==> src/rtl/rr_tdm_pkg.sv <==
// rtl/rr_tdm_pkg.sv - shared types and helpers for the round-robin TDM multiply engine
package rr_tdm_pkg;

    // Widest channel tag carried in the pipeline (NUM_CH up to 16).
    localparam int TAG_MAX_W = 4;

    // Channel index width, never narrower than one bit.
    function automatic int ch_width(input int num_ch);
        return (num_ch > 1) ? $clog2(num_ch) : 1;
    endfunction

    typedef logic [TAG_MAX_W-1:0] ch_tag_t;

    // Bubble/valid record travelling alongside the data path.
    typedef struct packed {
        logic    valid;
        ch_tag_t tag;
    } pipe_rec_t;

endpackage

==> src/rtl/rr_arbiter.sv <==
// rtl/rr_arbiter.sv - mask-aware round-robin grant with its rotating pointer
module rr_arbiter #(
    parameter int NUM_CH = 4,
    parameter int CH_W   = 2
) (
    input  logic              clk,
    input  logic              rst_n,
    input  logic              en,
    input  logic [NUM_CH-1:0] ch_en,
    output logic [CH_W-1:0]   grant,
    output logic              grant_valid
);

    logic [CH_W-1:0] ptr_q;
    logic [CH_W-1:0] ptr_d;
    logic            found;
    int              idx;
    int              nxt;

    assign grant_valid = en & (|ch_en);

    // Pick the first enabled channel at or after ptr, wrapping past NUM_CH-1.
    always_comb begin
        grant = ptr_q;
        found = 1'b0;
        idx   = 0;
        for (int k = 0; k < NUM_CH; k++) begin
            idx = int'(ptr_q) + k;
            if (idx >= NUM_CH) begin
                idx = idx - NUM_CH;
            end
            if (!found && ch_en[CH_W'(idx)]) begin
                found = 1'b1;
                grant = CH_W'(idx);
            end
        end
    end

    // Move the pointer just past the granted channel; bubbles leave it alone.
    always_comb begin
        ptr_d = ptr_q;
        nxt   = int'(grant) + 1;
        if (grant_valid) begin
            ptr_d = (nxt >= NUM_CH) ? '0 : CH_W'(nxt);
        end
    end

    // Pointer register.
    always_ff @(posedge clk or negedge rst_n) begin
        if (!rst_n) begin
            ptr_q <= '0;
        end else begin
            ptr_q <= ptr_d;
        end
    end

endmodule

==> src/rtl/rr_tdm_mult_engine.sv <==
// rtl/rr_tdm_mult_engine.sv - round-robin TDM multiplier with per-channel coefficient counters
module rr_tdm_mult_engine
    import rr_tdm_pkg::*;
#(
    parameter int WIDTH       = 8,
    parameter int INCR_WIDTH  = 8,
    parameter int NUM_CH      = 4,
    parameter int FINAL_COUNT = 2**INCR_WIDTH - 1,
    parameter int PIPE_STAGES = 3,
    parameter int SIGNED_A    = 0,
    localparam int CH_W       = ch_width(NUM_CH),
    localparam int PW         = WIDTH + INCR_WIDTH
) (
    input  logic                    clk,
    input  logic                    rst_n,
    input  logic                    en,
    input  logic [NUM_CH-1:0]       ch_en,
    input  logic                    coef_clr,
    input  logic [NUM_CH*WIDTH-1:0] din,
    output logic [PW-1:0]           dout,
    output logic [CH_W-1:0]         dout_ch,
    output logic                    dout_valid
);

    localparam logic [INCR_WIDTH-1:0] FINAL_C = INCR_WIDTH'(FINAL_COUNT);

    logic [CH_W-1:0]       grant;
    logic                  grant_valid;
    logic [WIDTH-1:0]      din_arr [NUM_CH];
    logic [INCR_WIDTH-1:0] coef_q  [NUM_CH];
    logic [INCR_WIDTH-1:0] coef_d  [NUM_CH];
    pipe_rec_t             tag_q   [PIPE_STAGES];
    pipe_rec_t             tag_d   [PIPE_STAGES];
    logic [WIDTH-1:0]      a0_q, a0_d;
    logic [INCR_WIDTH-1:0] b0_q, b0_d;
    logic [WIDTH-1:0]      a_m;
    logic [INCR_WIDTH-1:0] b_m;
    logic [PW-1:0]         prod;
    logic [PW-1:0]         p_in;
    logic [PW-1:0]         p_q, p_d;

    for (genvar g = 0; g < NUM_CH; g++) begin : g_din
        assign din_arr[g] = din[g*WIDTH +: WIDTH];
    end

    rr_arbiter #(
        .NUM_CH (NUM_CH),
        .CH_W   (CH_W)
    ) u_arbiter (
        .clk         (clk),
        .rst_n       (rst_n),
        .en          (en),
        .ch_en       (ch_en),
        .grant       (grant),
        .grant_valid (grant_valid)
    );

    // Granted counter steps after use; clear wins over the step and hits every channel.
    always_comb begin
        for (int i = 0; i < NUM_CH; i++) begin
            coef_d[i] = coef_q[i];
        end
        if (coef_clr) begin
            for (int i = 0; i < NUM_CH; i++) begin
                coef_d[i] = '0;
            end
        end else if (grant_valid) begin
            if (coef_q[grant] == FINAL_C) begin
                coef_d[grant] = '0;
            end else begin
                coef_d[grant] = coef_q[grant] + INCR_WIDTH'(1);
            end
        end
    end

    // Coefficient counter bank.
    always_ff @(posedge clk or negedge rst_n) begin
        if (!rst_n) begin
            for (int i = 0; i < NUM_CH; i++) begin
                coef_q[i] <= '0;
            end
        end else begin
            for (int i = 0; i < NUM_CH; i++) begin
                coef_q[i] <= coef_d[i];
            end
        end
    end

    // Tag/valid shift register, same depth as the data path.
    always_comb begin
        tag_d[0].valid = grant_valid;
        tag_d[0].tag   = ch_tag_t'(grant);
        for (int s = 1; s < PIPE_STAGES; s++) begin
            tag_d[s] = tag_q[s-1];
        end
    end

    // Tag/valid registers; reset flushes every in-flight sample.
    always_ff @(posedge clk or negedge rst_n) begin
        if (!rst_n) begin
            for (int s = 0; s < PIPE_STAGES; s++) begin
                tag_q[s] <= '0;
            end
        end else begin
            for (int s = 0; s < PIPE_STAGES; s++) begin
                tag_q[s] <= tag_d[s];
            end
        end
    end

    // Stage 0 operand capture from the granted channel; holds across bubbles.
    always_comb begin
        a0_d = a0_q;
        b0_d = b0_q;
        if (grant_valid) begin
            a0_d = din_arr[grant];
            b0_d = coef_q[grant];
        end
    end

    // Stage 0 operand registers (DSP A/B input registers).
    always_ff @(posedge clk or negedge rst_n) begin
        if (!rst_n) begin
            a0_q <= '0;
            b0_q <= '0;
        end else begin
            a0_q <= a0_d;
            b0_q <= b0_d;
        end
    end

    if (PIPE_STAGES == 4) begin : g_pre
        logic [WIDTH-1:0]      a1_q, a1_d;
        logic [INCR_WIDTH-1:0] b1_q, b1_d;

        // Second operand register in the pre-adder position.
        always_comb begin
            a1_d = a1_q;
            b1_d = b1_q;
            if (tag_q[0].valid) begin
                a1_d = a0_q;
                b1_d = b0_q;
            end
        end

        // Pre-adder position registers.
        always_ff @(posedge clk or negedge rst_n) begin
            if (!rst_n) begin
                a1_q <= '0;
                b1_q <= '0;
            end else begin
                a1_q <= a1_d;
                b1_q <= b1_d;
            end
        end

        assign a_m = a1_q;
        assign b_m = b1_q;
    end else begin : g_no_pre
        assign a_m = a0_q;
        assign b_m = b0_q;
    end

    if (SIGNED_A != 0) begin : g_signed
        // Coefficient gets a zero sign bit so it always reads as non-negative.
        assign prod = PW'($signed(a_m) * $signed({1'b0, b_m}));
    end else begin : g_unsigned
        assign prod = PW'(a_m) * PW'(b_m);
    end

    if (PIPE_STAGES >= 3) begin : g_mreg
        logic [PW-1:0] m_q, m_d;

        // Multiply register loads only for real samples.
        always_comb begin
            m_d = m_q;
            if (tag_q[PIPE_STAGES-3].valid) begin
                m_d = prod;
            end
        end

        // Multiply (M) register.
        always_ff @(posedge clk or negedge rst_n) begin
            if (!rst_n) begin
                m_q <= '0;
            end else begin
                m_q <= m_d;
            end
        end

        assign p_in = m_q;
    end else begin : g_no_mreg
        assign p_in = prod;
    end

    // Output register keeps its last product through bubbles.
    always_comb begin
        p_d = p_q;
        if (tag_q[PIPE_STAGES-2].valid) begin
            p_d = p_in;
        end
    end

    // Output (P) register.
    always_ff @(posedge clk or negedge rst_n) begin
        if (!rst_n) begin
            p_q <= '0;
        end else begin
            p_q <= p_d;
        end
    end

    if (CH_W < TAG_MAX_W) begin : g_tag_hi
        logic unused_tag_hi;
        assign unused_tag_hi = |tag_q[PIPE_STAGES-1].tag[TAG_MAX_W-1:CH_W];
    end

    assign dout       = p_q;
    assign dout_ch    = tag_q[PIPE_STAGES-1].tag[CH_W-1:0];
    assign dout_valid = tag_q[PIPE_STAGES-1].valid;

endmodule

==> config.mk <==
export PLATFORM = sky130hd
export DESIGN_NAME = rr_tdm_mult_engine
export DESIGN_NICKNAME = d
export VERILOG_FILES = /design/src/rtl/rr_tdm_pkg.sv /design/src/rtl/rr_arbiter.sv /design/src/rtl/rr_tdm_mult_engine.sv
export SDC_FILE = /design/constraint.sdc
export NUM_CORES = 1
export LEC_CHECK = 0
export ABC_AREA = 1
export BUFFER_PORTS_ARGS = -buffer_cell sky130_fd_sc_hd__buf_4
export CAP_MARGIN = 30
export CORE_AREA = 5 5 162 164
export CTS_BUF_LIST = sky130_fd_sc_hd__clkbuf_16
export DETAILED_ROUTE_END_ITERATION = 16
export DIE_AREA = 0 0 167 169
export GPL_TIMING_DRIVEN = 0
export HOLD_SLACK_MARGIN = 0.12
export SLEW_MARGIN = 20
export SYNTH_ARGS = -nofsm -noshare
export SYNTH_HDL_FRONTEND = slang
export SYNTH_SLANG_ARGS = --single-unit
==> constraint.sdc <==
create_clock -name clk -period 8.88 [get_ports clk]
set_input_delay 0 -clock clk [delete_from_list [all_inputs] [get_ports clk]]
set_output_delay 0 -clock clk [all_outputs]
set_load 0.005 [all_outputs]
==> impl_metrics.yaml <==
finish:
  drive_gt1_share_pct: 13.0
  antenna_cells: 0
  area_growth_pct: 19.9
  nets: 1201
  fill_cells: 2610
synth:
  synth_top_cell_by_area: "dfrtp_1"
  syn-mean-instance-area_um2: 7.31
  synth_edf_count: 0
  syn-cell-area_um2: 7220
  synth_top_area_share_pct: 31.5
  ys_types: 35
  synth-seq-cells: 91
  syn-num-nets: 1105
  synthTopCellsByArea: "dfrtp_1, nand2_1, fa_1"
  netlist_instances: 988
  ys_seq_area_share_pct: 31.5
  yosys-top-cells-count: "nand2_1, inv_1, dfrtp_1, o21ai_0, nand3_1"
  ys_async_sr_fraction_pct: 100
  yosysMostFrequentCell: "nand2_1"
  synth_flop_cell: "dfrtp_1"
  yosysWarningCount: 0
floorplan:
  die_area_um2: 28200
  num_rows: 58
  die_w_um: 167
  fp.coreArea_um2: 24700
  initial_core_util_pct: 29.2
  die_y_um: 169
  pin_count: 59
setup_path:
  cp.arrival_ns: 5.28
  startpoint_type: "register"
  critPathCaptureType: "register"
  startpoint: "a0_q[3]"
  critPathMaxFanout: 9
  r2r_start: "a0_q[3]"
  critPathKind: "reg -> reg"
  cp.required_ns: 9.11
clocking:
  post_cts_buffers: 0
  clk_latency_ns: 0.35
  cts_sinks: 91
  cts-buffers-inserted: 9
  cts-root-buf: "clkbuf_16"
  cts_tree: "done"
  cts_htree_levels: 3
  cts_buffer_depth: 2
  cts.clk_slew.worst_paths_ns: 0.07
routing:
  first_iter_violations: 445
  ant_nets: 0
  top_layer_used: "met4"
  firstDrtPassIters: 5
  wl_mm: 18.2
  drc: 0
  vias: 6312
  wl_per_cell_um: 12.9
  viasPerCell: 4.45
  met1_length_mm: 8.33
  dr_wl_met3_um: 755
  met2_length_mm: 8.91
global_routing:
  grt_max_degree: 92
  grt-ovfl-total: 0
  first_global_vias: 6290
  grt_pass1_wl_mm: 31.1
  grt_antenna_before_repair: 0
  grt_use_total_pct: 13.4
run:
  max_cap_viol_count: 0
sta:
  post-route-period-util_pct: 56.9
  setup_viol: 0
  whs_ns: 0.115
  drv_slew: 0
  max_freq_mhz: 198
  hold_violations: 0
  skew_ns: 0.00593
  final.setup.tns_ns: 0
  period_minus_slack_ns: 5.06
  rsz0062_at_grt: "false"
  fin_ws_ns: 3.82
  worst_pin_slew_ns: 0.628
  slew_headroom_pct: 58.1
power:
  p_leak_nw: 4.87
  vdd_drop_max_v: 0.000121
  total_power_mw: 2.63
  power_density_nw_per_um2: 303
placed_design:
  place.gp.congestion: 0.872
  dpl.hpwl_mm: 13.9
  io_buffers: 58
  pre_cts_ws_ns: 3.83
run_status:
  outcome: "complete, no violations"
worst_hold_path:
  hold_path.class: "in -> async"
## through the flow
step / cells / instance area [µm²] / util [%]
3_5_place_dp: 1377 / 8090 / 32.7
4_1_cts: 1417 / 8630 / 34.9
3_3_place_gp: 1376 / 8070 / 32.6
5_1_grt: 1418 / 8660 / 35.0
2_1_floorplan: 988 / 7220 / -
6_report: 1418 / 8660 / 35.0
## worst max-delay path: stages, from the launching register on
cell and delay (ns):
dfrtp_1 0.32, clkbuf_1 0.38, nand2_1 0.16, fa_1 0.53, fa_1 0.50, inv_1 0.05, fa_1 0.52, inv_1 0.06
fa_1 0.54, inv_1 0.04, ha_1 0.35, a21oi_1 0.21, o21ai_0 0.09, a21o_1 0.19, nand2_1 0.06, nand2_1 0.05
a21oi_1 0.20, o21ai_0 0.11, a21o_1 0.17, or2_2 0.27, nand3_1 0.06, o21ai_0 0.08
## registers in the layout (all words and copies together), names as in the netlist
| signal | flops |
|---|---|
| a0_q | 8 |
| u_arbiter.ptr_q | 2 |
| tag_d | 6 |
| b0_q | 8 |
| dout_valid | 1 |
| coef_q | 32 |
| dout | 16 |
| g_mreg.m_q | 16 |
| dout_ch | 2 |
## metal layers
metal / track usage (%) / up-vias
li1: - / 3228
met1: 17.1 / 2953
met2: 23.4 / 114
met3: 2.48 / 17
met4: 3.52 / 0
met5: 0 / -
## what timing repair did
item / CTS / global route
hold endpoints to repair: 99 / 0
setup endpoints to repair: 0 / 0
hold buffers: 25 / 0
resized for setup: 0 / 0
## cells by family (layout without fill, tap and decap cells)
family                   Yosys count  in the layout  synth area share, %
flip-flops                        91             91                 31.5
adder cells (fa/ha/maj)           77             77                 17.1
XOR/XNOR                           9              9                 1.09
AND/OR/NAND/NOR                  480            480                 28.2
multiplexers                      15             15                 2.34
AO/OA/AOI/OAI                    120            120                 8.94
buffers and inverters            196            296                 10.9
## where the power goes
part	leakage, nW	total [mW]	switching, mW	internal, mW
clock	0.139	0.389	0.172	0.217
combinational	3.53	1.66	1.07	0.584
sequential	1.21	0.578	0.0522	0.526
## layout by cell type, fill, tap and decap left out, drive strengths merged
cell / instances
mux2: 15
nand3: 54
fa: 36
o2111ai: 1
xor2: 5
clkinvlp: 2
inv: 156
ha: 41
buf: 72
nor3: 1
o41ai: 1
nand2: 394
a31oi: 2
xnor2: 4
o21bai: 1
a21o: 2
o31ai: 8
dfrtp: 91
dlygate4sd3: 25
or2: 2
nor2: 29
a21oi: 31
bufinv: 1
clkbuf: 38
clkinv: 2
o21ai: 74
## area by class of cell
class / instances / area, µm² / area share (%)
clock buffers: 9 / 225 / 2.60
plain buffers: 41 / 203 / 2.34
repair buffers: 85 / 724 / 8.37
flip-flops and latches: 91 / 2280 / 26.3
well taps: 330 / 413 / 4.77
clock inverters: 6 / 66.3 / 0.766
inverters: 155 / 582 / 6.72
multi-input cells: 701 / 4170 / 48.1
## worst paths after layout
path | end | slack [ns] | depth (start not counted)
min in group clk | coef_q[26] | 0.27 | 4
setup reg to reg | g_mreg.m_q[14] | 3.82 | 21
setup / recovery | g_mreg.m_q[14] | 3.82 | 21
max in group asynchronous | coef_q[5] | 8.16 | 3
hold reg to reg | tag_d[1] | 0.35 | 0
hold / removal | g_mreg.m_q[3] | 0.12 | 2
No activity file was read; power rests on OpenSTA's default activity.
